## config.mk

```make
export PLATFORM = sky130hd
export DESIGN_NAME = piso_tx_scheduler
export DESIGN_NICKNAME = d
export VERILOG_FILES = /design/src/rtl/piso_tx_scheduler.sv
export SDC_FILE = /design/constraint.sdc
export NUM_CORES = 1
export LEC_CHECK = 0
export ABC_CLOCK_PERIOD_IN_PS = 1400
export CORE_AREA = 4 4 75 63
export DETAILED_ROUTE_END_ITERATION = 6
export DIE_AREA = 0 0 79 67
export PLACE_DENSITY = 0.7
export SLEW_MARGIN = 10
export SYNTH_ARGS = -nofsm -noshare
export SYNTH_HDL_FRONTEND = slang
export SYNTH_SLANG_ARGS = --single-unit
```

## constraint.sdc

```tcl
create_clock -name i_clk -period 1.4 [get_ports i_clk]
set_input_delay 0.28 -clock i_clk [delete_from_list [all_inputs] [get_ports i_clk]]
set_output_delay 0.28 -clock i_clk [all_outputs]
set_load 0.01 [all_outputs]
```

## src/rtl/piso_tx_scheduler.sv

```systemverilog
// Round-robin scheduler sharing one parallel-in/serial-out shifter among NREQ
// requesters. Emits framed serial data (valid/first/last) with a per-frame bit
// order, an optional inter-frame gap and a stall input that pauses shifting.
module piso_tx_scheduler #(
    parameter int unsigned WIDTH = 8,
    parameter int unsigned NREQ  = 4,
    parameter int unsigned GAP   = 1
) (
    input  logic                     i_clk,
    input  logic                     i_rst,
    input  logic [NREQ-1:0]          i_req,
    input  logic [NREQ*WIDTH-1:0]    i_req_data,
    input  logic                     i_msb_first,
    input  logic                     i_stall,
    output logic [NREQ-1:0]          o_grant,
    output logic [$clog2(NREQ)-1:0]  o_owner,
    output logic                     o_busy,
    output logic                     o_sdata,
    output logic                     o_svalid,
    output logic                     o_sfirst,
    output logic                     o_slast
);

    localparam int unsigned OW = $clog2(NREQ);
    localparam int unsigned CW = $clog2(WIDTH);
    localparam int unsigned GW = (GAP > 1) ? $clog2(GAP) : 1;

    localparam logic [CW-1:0] CntLast = CW'(WIDTH - 1);
    localparam logic [GW-1:0] GapLast = GW'(GAP - 1);

    typedef enum logic [1:0] {
        StIdle,
        StShift,
        StGap
    } state_t;

    state_t             r_state;
    logic [OW-1:0]      r_ptr;
    logic [OW-1:0]      r_owner;
    logic [NREQ-1:0]    r_grant;
    logic [WIDTH-1:0]   r_shreg;
    logic               r_order;
    logic [CW-1:0]      r_cnt;
    logic [GW-1:0]      r_gcnt;
    logic               r_sdata;
    logic               r_svalid;
    logic               r_sfirst;
    logic               r_slast;

    logic [OW-1:0]      w_cand;
    logic [OW-1:0]      w_win;
    logic               w_win_vld;
    logic [WIDTH-1:0]   w_word;

    // Round-robin pick: first requester set after the last winner, wrapping.
    always_comb begin
        w_cand    = '0;
        w_win     = '0;
        w_win_vld = 1'b0;
        for (int k = 1; k <= int'(NREQ); k++) begin
            w_cand = OW'((int'(r_ptr) + k) % int'(NREQ));
            if (!w_win_vld && i_req[w_cand]) begin
                w_win_vld = 1'b1;
                w_win     = w_cand;
            end
        end
    end

    assign w_word = i_req_data[int'(w_win)*WIDTH +: WIDTH];

    // Single FSM: arbitration, load, serialisation, gap and registered outputs.
    always_ff @(posedge i_clk) begin
        if (i_rst) begin
            r_state  <= StIdle;
            r_ptr    <= OW'(NREQ - 1);
            r_owner  <= '0;
            r_grant  <= '0;
            r_shreg  <= '0;
            r_order  <= 1'b0;
            r_cnt    <= '0;
            r_gcnt   <= '0;
            r_sdata  <= 1'b0;
            r_svalid <= 1'b0;
            r_sfirst <= 1'b0;
            r_slast  <= 1'b0;
        end else begin
            unique case (r_state)
                StIdle: begin
                    r_grant  <= '0;
                    r_sdata  <= 1'b0;
                    r_svalid <= 1'b0;
                    r_sfirst <= 1'b0;
                    r_slast  <= 1'b0;
                    if (w_win_vld) begin
                        r_shreg <= w_word;
                        r_order <= i_msb_first;
                        r_grant <= NREQ'(1) << w_win;
                        r_owner <= w_win;
                        r_ptr   <= w_win;
                        r_cnt   <= '0;
                        r_state <= StShift;
                    end
                end
                StShift: begin
                    r_grant <= '0;
                    if (i_stall) begin
                        // Hold shreg, cnt and sdata so no bit is lost or repeated.
                        r_svalid <= 1'b0;
                        r_sfirst <= 1'b0;
                        r_slast  <= 1'b0;
                    end else begin
                        r_sdata  <= r_order ? r_shreg[WIDTH-1] : r_shreg[0];
                        r_shreg  <= r_order ? {r_shreg[WIDTH-2:0], 1'b0}
                                            : {1'b0, r_shreg[WIDTH-1:1]};
                        r_svalid <= 1'b1;
                        r_sfirst <= (r_cnt == '0);
                        r_slast  <= (r_cnt == CntLast);
                        r_cnt    <= r_cnt + 1'b1;
                        if (r_cnt == CntLast) begin
                            r_gcnt  <= '0;
                            r_state <= (GAP > 0) ? StGap : StIdle;
                        end
                    end
                end
                StGap: begin
                    r_sdata  <= 1'b0;
                    r_svalid <= 1'b0;
                    r_sfirst <= 1'b0;
                    r_slast  <= 1'b0;
                    if (r_gcnt == GapLast) begin
                        r_state <= StIdle;
                    end else begin
                        r_gcnt <= r_gcnt + 1'b1;
                    end
                end
                default: r_state <= StIdle;
            endcase
        end
    end

    assign o_grant  = r_grant;
    assign o_owner  = r_owner;
    assign o_busy   = (r_state != StIdle);
    assign o_sdata  = r_sdata;
    assign o_svalid = r_svalid;
    assign o_sfirst = r_sfirst;
    assign o_slast  = r_slast;

endmodule
```

* Yosys cells after proc, flatten, opt, wreduce, memory -nomap -nowiden
Cells that the tools add are included.
** Word-level totals
- Flip-flop bits (word level) :: 27
- Bits of input ports :: 40
- Output and inout bits :: 11
- Logic and storage cells :: 92
** Operators by class
- Add/subtract/negate cells :: 6
- Order comparisons :: 4
- Equality and inequality tests :: 7
- Shifts and indexed selects :: 2
- Mux-type cells :: 43
- Reductions and logical operators :: 18
** Operators by type and width (number)
- variable part select 32 x 6 -> 8 bit :: 1
- 2-to-1 mux 8 bit :: 3
- 2-to-1 mux 1 bit :: 16
- 2-to-1 mux 2 bit :: 8
- one-hot mux 8 bit (2 select lines) :: 1
- less-than comparator 2 x 3 -> 1 bit, second input constant :: 4
- one-hot mux 1 bit (2 select lines) :: 5
- binary-select mux 1 bit (select 2 bit) :: 4
- inequality test 2 bit, second input constant :: 4
- one-hot mux 4 bit (2 select lines) :: 1
- nonzero test 2 bit :: 4
- 2-to-1 mux 3 bit :: 2
- one-hot mux 2 bit (3 select lines) :: 1
- one-hot mux 3 bit (2 select lines) :: 1
- AND reduction 3 bit :: 2
- adder 2 x 1 -> 2 bit, second input constant :: 2
- adder 2 bit, second input constant :: 2
- 2-to-1 mux 4 bit :: 1
- AND reduction 2 bit :: 2
- AND reduction 4 bit :: 1
- left shift 1 x 2 -> 4 bit, first input constant :: 1
- adder 3 x 1 -> 3 bit, second input constant :: 1
- == test 3 bit, second input constant :: 1
- logical AND 1 bit :: 3
- 7 further kinds :: 9

* Longest topological paths before layout
Gate-level depths: netlist (run 1).
- Depth after elaboration :: 16
- Mapped depth :: 7
- Depth with buffers taken out :: 5

* Worst setup path before layout (run 1)
Ideal clock, no wire load.
- Path kind :: reg2reg
- From :: reg r_ptr[1]
- To :: reg r_shreg[6]
- Library setup time :: 137 ps
- Arrival :: 1343 ps
- Data required time :: 1263 ps
- Path slack :: -80 ps
- Cell stages (with the launch flop) :: 8
- Path buffers :: 2
- Period minus slack after synthesis :: 1480 ps
- Path through :: dfxtp_1 > buf_6 > mux2i_1 > o22a_2 > buf_6 > a21oi_1 > nor4_1 > a311oi_1
** On the way
- Word-level cells in the longest chain between the ends :: 16
- Elaborated cells on any way between the ends :: 31
- Classes of those cells :: add/sub (4); eq/ne (1); shift (1); mux (18); reduce/logical (7)
** Ends and longest elaborated chain
- from (decl) :: line 38 : logic [OW-1:0] r_ptr;
- from (signal assigned) :: line 75 : r_ptr <= OW'(NREQ - 1);
- from (signal assigned) :: line 99 : r_ptr <= w_win;
- adder 2 x 1 -> 2 bit :: line 61 : w_cand = OW'((int'(r_ptr) + k) % int'(NREQ));
- binary-select mux 1 bit (select 2 bit) :: line 62 : if (!w_win_vld && i_req[w_cand]) begin
- 2-to-1 mux 1 bit (implied by the code) :: line 62
- 2-to-1 mux 1 bit :: line 62
- logical NOT 1 bit :: line 62
- logical AND 1 bit :: line 62
- 2-to-1 mux 1 bit :: line 62
- logical NOT 1 bit :: line 62
- logical AND 1 bit :: line 62
- 2-to-1 mux 1 bit :: line 62
- logical NOT 1 bit :: line 62
- logical AND 1 bit :: line 62
- 2-to-1 mux 2 bit :: line 62
- variable part select 32 x 6 -> 8 bit :: line 69 : assign w_word = i_req_data[int'(w_win)*WIDTH +: WIDTH];
- 2-to-1 mux 8 bit :: line 94 : if (w_win_vld) begin
- one-hot mux 8 bit (2 select lines) :: line 87 : unique case (r_state)
- to (signal assigned) :: line 95 : r_shreg <= w_word;
- to (signal assigned) :: line 113 : r_shreg <= r_order ? {r_shreg[WIDTH-2:0], 1'b0}
- to (decl) :: line 41 : logic [WIDTH-1:0] r_shreg;
Several ways; a longest one is shown, not always the timed one. The select of a mux whose other input is x is not followed.
A chain may end at the register's enable or synchronous reset.

* Worst setup path in the final report (run 1)
- From :: reg r_ptr[1]
- To :: reg r_shreg[1]
Same word-level chain as after synthesis.

==> metrics.md, run 1 <==
| Metric | Value |
|---|---|
| Final min period | 1.52 ns |
| NumNets Final | 324 |
| DIE WIDTH | 79 um |
| Worst EP arrival | 1.71 ns |
| Hold_buf cts | 0 |
| CTS Root Cell | clkbuf_8 |
| Tcrit/Tclk final | 109% |
| First-pass GRT wire length | 7870 um |
| Core box area | 0.00405 sq mm |
| Die Span Y | 67 um |
| Register bit total from synthesis | 26 |
| Clock sink count | 26 |
| Slew HR | 78.3% |
| NetSw | 0.715 mW |
| CP max stage cell | dfxtp_4 |
| EDFF count, synth | 0 |
| Share of cells above drive strength 1 | 28.2% |
| Post-layout instance area | 0.00263 sq mm |
| Comb pwr share | 38.4% |
| DRC | 0 |
| Max VDD drop | 0.000574 V |
| FP Rows | 21 |
| Min-Delay Path Class | flop to flop |
| Max-slew violations | 0 |
| Failing checks | setup timing |
| Ys async rst share | 0% |
| Total wire length | 4870 um |
| Most common cell after layout, fill and taps aside | clkdlybuf4s50_1 |
| Reg2Reg Depth | 6 |
| Overall via count from detail_route | 1814 |
| Commonest cells after routing, fill and taps aside | clkdlybuf4s50_1, nand2_1, buf_4, a21oi_1, dfxtp_1 |
| MaxCap Viol Count | 0 |
| Synth warn | 0 |
| Pint | 1.50 mW |
| Max Freq | 0.656 GHz |
| 1st-pass router iterations | 4 |
| Crit path from | r_ptr[1]$_SDFFE_PP1P_ |
| Hold_sp | o_slast$_SDFFE_PP0P_ |
| Reg2Reg Setup Slack | -0.12 ns |
| Routed len/inst | 14.4 um |
| Clock Skews | 0.00404 ns |
| Final setup violation count | 15 |
| Count of input and output buffers | 50 |
| Post-Syn Instances | 204 |
| Hpwl dp | 3520 um |
| Vias in the first global route | 1708 |
| Antenna violations before repair | 0 |
| Element type at the critical path end | flop |
| WS Path Type | flop to flop |
| Worst R2R Start | r_ptr[1]$_SDFFE_PP1P_ |
| Num ports | 51 |
| Syn Nets | 247 |
| Die footprint | 0.00529 sq mm |
| Maximum number of pins on one net before global-route repair | 24 |
| CP startpoint kind | flop |
| Hold path depth | 2 |
| Gr usage total | 18.7% |
| Routed vias/inst | 5.38 |
| Clk Latency, worst-skew pair | 0.27 ns |
| Num CTS Buffers | 3 |
| Syn Area/Cell | 7.89 sq um |
| Largest incremental delay on the critical path | 0.39 ns |
| CP Max Fanout | 8 |
| Synthesized cell area | 0.00161 sq mm |
| CTS tree | yes |
| Initial core utilization | 39.8% |
| Area grow syn2layout | 63.1% |
| Synth Flop Type | dfxtp_1 |
| Max Buffers Root-to-Sink | 2 |
| Switch share | 32.3% |
| H-Tree Depth | 1 |
| Placed cell area | 0.00238 sq mm |
| Setup Total Neg Slack | -1.24 ns |
| Seq/Total Area, Yosys | 32.3% |
| Seq pwr share | 39.6% |
| Clock share of power | 22.1% |
| Leakage power | 1.08 nW |
| Initial DRC count | 96 |
| Pwr Density | 844 mW/mm^2 |
| RR Endpoint | r_shreg[1]$_SDFFE_PP0P_ |
| Status | finished, violations left |
| Worst Tran Pin Value | 0.325 ns |
| Crit path capture | r_shreg[1]$_SDFFE_PP0P_ |
| Hold Vio Cnt, Final | 0 |
| Synth unique cells | 42 |
| Final WS setup | -0.124 ns |
| RD Place Congestion | 0.848 |
| CP Data Required Time | 1.58 ns |
| CTS clk-pin slew, worst paths | 0.09 ns |
| RSZ-0062 raised after global routing | yes |
| Cells along the critical path | mux2i_4 -> o22ai_4 -> buf_4 -> nor3_1 -> nor4_1 -> a311oi_1 |
| ANT cells | 0 |
| Grt ovf | 0 |
| Final ANT Viol Nets | 0 |
## logic make-up (layout without fill, tap and decap cells)
group / Yosys count / count (layout) / share of synthesized area (%)
AOI/OAI and AO/OA: 61 / 62 / 27.0
adders and majority gates: 3 / 3 / 2.33
buffers and inverters: 16 / 91 / 5.67
DFF: 26 / 26 / 32.3
muxes: 9 / 9 / 5.67
and+or+nand+nor: 89 / 89 / 27.0
## state kept, by name, summed over array words and instances, names as in the netlist
register and cells:
r_state 2, o_owner 2, r_order 1, o_slast 1, r_shreg 8, o_sdata 1, r_ptr 2, o_sfirst 1
o_grant 4, o_svalid 1, r_cnt 3
## through the flow
| stage | power (mW) | hold WS [ns] | cells | setup slack, ns | util, % |
|---|---|---|---|---|---|
| 4_1_cts | 2.18 | 0.477 | 337 | -0.116 | 63.1 |
| 2_1_floorplan | 1.30 | 0.365 | 204 | -0.0138 | - |
| 6_report | 2.22 | 0.473 | 337 | -0.124 | 64.9 |
| 3_3_place_gp | 1.63 | 0.458 | 329 | -0.656 | 58.9 |
| 3_5_place_dp | 1.64 | 0.462 | 329 | -0.673 | 58.9 |
| 5_1_grt | 2.34 | 0.522 | 337 | -0.181 | 64.9 |
## power groups by stage
stage | logic [mW] | registers (mW) | clock network (mW)
finish | 0.851 | 0.878 | 0.489
global route | 0.922 | 0.888 | 0.529
CTS | 0.812 | 0.875 | 0.492
detailed placement | 0.754 | 0.884 | 0
global placement | 0.750 | 0.882 | 0
floorplan | 0.432 | 0.869 | 0
## worst min path at each step
stage,end
6_report,o_slast$_SDFFE_PP0P_
4_1_cts,o_slast$_SDFFE_PP0P_
2_1_floorplan,r_state[1]$_SDFFE_PP0P_
3_3_place_gp,o_slast$_SDFFE_PP0P_
5_1_grt,r_cnt[2]$_SDFFE_PP0P_
3_5_place_dp,o_slast$_SDFFE_PP0P_
## layer usage
layer  vias to the layer above  part of all wire, %  track usage [%]
met1                       850                   47             25.5
met2                        67                   47             31.0
li1                        893                    -                -
met4                         0                 0.66             3.00
met5                         -                    0                0
met3                         4                  5.6             3.65
## critical path: cells and delay by family, from the launching register on
| kind | cells | cell delay [ns] |
|---|---|---|
| muxes | 1 | 0.26 |
| AOI/OAI and AO/OA | 2 | 0.31 |
| and+or+nand+nor | 2 | 0.29 |
| buffers and inverters | 1 | 0.19 |
| DFF | 1 | 0.39 |
## timing repair
item	4_1_cts	5_1_grt
endpoints found under the hold margin	0	0
endpoints found under the setup margin	32	20
setup buffers	3	0
cloned	1	0
gates resized for setup	38	21
pin swaps	22	5
## layout make-up
class	count	area (sq um)
fill	360	1420
multi-input combinational	163	1190
timing repair buffer	82	758
sequential	26	529
tap	57	71.3
clock buffer	4	55.1
inverter	5	18.8
## synth_stat cells (all sizes together) (2+ instances only)
cell type / n / area, sq um
a21o: 2 / 15.0
a21oi: 26 / 138
a22oi: 5 / 37.5
a311oi: 8 / 70.1
a31oi: 2 / 33.8
buf: 8 / 61.3
clkbuf: 3 / 11.3
dfxtp: 26 / 521
ha: 3 / 37.5
inv: 5 / 18.8
mux2i: 8 / 80.1
nand2: 31 / 121
nand2b: 6 / 45.0
nand3: 2 / 10.0
nor2: 24 / 97.6
nor3: 10 / 50.1
nor3b: 2 / 20.0
nor4: 8 / 50.1
o21ai: 2 / 10.0
o21bai: 10 / 75.1
(Power assumes the default switching activity.)
==> run 2, diff against run 1 <==
--- a/config.mk
+++ b/config.mk
@@ -7,9 +7,10 @@
 export LEC_CHECK = 0
 export ABC_CLOCK_PERIOD_IN_PS = 1400
 export CORE_AREA = 4 4 75 63
+export CTS_CLUSTER_DIAMETER = 200
 export DETAILED_ROUTE_END_ITERATION = 6
 export DIE_AREA = 0 0 79 67
-export PLACE_DENSITY = 0.7
+export PLACE_DENSITY = 0.78
 export SLEW_MARGIN = 10
 export SYNTH_ARGS = -nofsm -noshare
 export SYNTH_HDL_FRONTEND = slang
==> run 2 against run 1 <==
Net effect: the flow still finishes with violations (setup timing); core utilization fell by 1.6 points; register-to-register slack got worse by 0.05 ns; final area fell by 2.5%; clock-buffer cell count fell by 1; clock power rose by 29%; sequential power fell by 0.5%; critical endpoint is now r_shreg[7]$_SDFFE_PP0P_; largest power group unchanged; highest routed layer unchanged.
==> metrics.md, run 2 (synthesized netlist as in run 1, its figures left out) <==
| Metric | Value |
|---|---|
| Status | finished, violations left |
| Failing checks | setup timing |
| Hold_buf cts | 0 |
| Overall via count from detail_route | 1817 |
| Commonest cells after routing, fill and taps aside | clkdlybuf4s50_1, nand2_1, a21oi_1, dfxtp_1, nor2_1 |
| Min-Delay Path Class | flop to flop |
| CP Max Fanout | 8 |
| Die footprint | 0.00529 sq mm |
| Slew HR | 67.7% |
| Final setup violation count | 12 |
| RD Place Congestion | 0.847 |
| Max Freq | 0.637 GHz |
| FP Rows | 21 |
| MaxCap Viol Count | 0 |
| Pwr Density | 915 mW/mm^2 |
| DRC | 0 |
| Initial DRC count | 81 |
| Max VDD drop | 0.000437 V |
| Routed len/inst | 15.4 um |
| Gr usage total | 19.1% |
| Hpwl dp | 3550 um |
| Tcrit/Tclk final | 112% |
| Num CTS Buffers | 3 |
| Clk Latency, worst-skew pair | 0.27 ns |
| ANT cells | 0 |
| Vias in the first global route | 1712 |
| CTS clk-pin slew, worst paths | 0.09 ns |
| CTS tree | yes |
| Layout Utilization | 63.3% |
| Grt ovf | 0 |
| First-pass GRT wire length | 8010 um |
| Element type at the critical path end | flop |
| CP startpoint kind | flop |
| Max-slew violations | 0 |
| Number of flip-flops in the largest register | 8 |
| Total wire length | 5060 um |
| CP Data Required Time | 1.59 ns |
| Routed vias/inst | 5.54 |
| Clock Skews | 0.00467 ns |
| Total chip power | 2.34 mW |
| WS Path Type | flop to flop |
| Hold Vio Cnt, Final | 0 |
| H-Tree Depth | 1 |
| Most common cell after layout, fill and taps aside | clkdlybuf4s50_1 |
| 1st-pass router iterations | 4 |
| Num ports | 51 |
| Final ANT Viol Nets | 0 |
| NumNets Final | 315 |
| Share of cells above drive strength 1 | 25.5% |
| Final min period | 1.57 ns |
| DIE WIDTH | 79 um |
| Maximum number of pins on one net before global-route repair | 24 |
| Clock sink count | 26 |
| CTS Root Cell | clkbuf_8 |
| Initial core utilization | 39.8% |
| Final Non-Filler Cells | 328 |
| Area grow syn2layout | 59.1% |
| Final WS setup | -0.170 ns |
| Antenna violations before repair | 0 |
| Core box area | 0.00405 sq mm |
| Count of input and output buffers | 50 |
| Worst EP arrival | 1.76 ns |
| Worst Tran Pin Value | 0.484 ns |
| Top reg by flops | r_shreg |
| Die Span Y | 67 um |
| Placed instance count | 321 |
| Leakage power | 1.02 nW |
| RSZ-0062 raised after global routing | yes |
| Max Buffers Root-to-Sink | 2 |
==> run 2: critical path, stage by stage (launching register included) <==
cell      delay (ns)
dfxtp_4         0.42
mux2i_4         0.30
o22ai_4         0.15
nor2_4          0.25
nand2_1         0.10
a311oi_1        0.26
==> run 2: final cells by class <==
class | instances | area, sq um
fillers | 367 | 1490
multi-input cells | 163 | 1180
repair buffers | 73 | 687
flip-flops and latches | 26 | 528
well taps | 57 | 71.3
clock buffers | 3 | 41.3
clock inverters | 1 | 30.0
inverters | 5 | 18.8
==> run 2: worst paths after layout <==
path,from,endpoint,slack (ns),cells past startpoint
setup / recovery,r_ptr[1]$_SDFFE_PP1P_,r_shreg[7]$_SDFFE_PP0P_,-0.17,5
hold / removal,o_slast$_SDFFE_PP0P_,o_slast$_SDFFE_PP0P_,0.48,2
setup reg to reg,r_ptr[1]$_SDFFE_PP1P_,r_shreg[7]$_SDFFE_PP0P_,-0.17,5
hold reg to reg,o_slast$_SDFFE_PP0P_,o_slast$_SDFFE_PP0P_,0.48,2
==> run 2: layer usage <==
| metal | wire length (um) | global-route usage, % | up-vias |
|---|---|---|---|
| li1 | - | - | 877 |
| met1 | 2200 | 25.8 | 838 |
| met2 | 2370 | 31.0 | 91 |
| met3 | 440 | 4.05 | 11 |
| met4 | 50 | 4.51 | 0 |
| met5 | 0 | 0 | - |
==> run 2: what timing repair did <==
action / 4_1_cts / 5_1_grt
endpoints found under the setup margin: 32 / 20
setup buffers: 2 / 0
cloned: 1 / 0
gates resized for setup: 35 / 24
pin swaps: 11 / 8
==> run 2: metrics by stage <==
stage	setup WS [ns]	hold WS, ns	cell area, sq um	TNS (ns)
after floorplan	-0.0138	0.365	1640	-0.0702
after global placement	-0.707	0.461	2320	-11.33
after detailed placement	-0.761	0.467	2320	-12.16
after CTS	-0.157	0.479	2490	-1.08
after global routing	-0.262	0.511	2560	-2.21
final	-0.170	0.478	2560	-1.19
==> run 2: power breakdown <==
| group | switching (mW) | internal [mW] |
|---|---|---|
| logic | 0.416 | 0.421 |
| clock network | 0.248 | 0.383 |
| registers | 0.0646 | 0.810 |
| total | 0.729 | 1.61 |
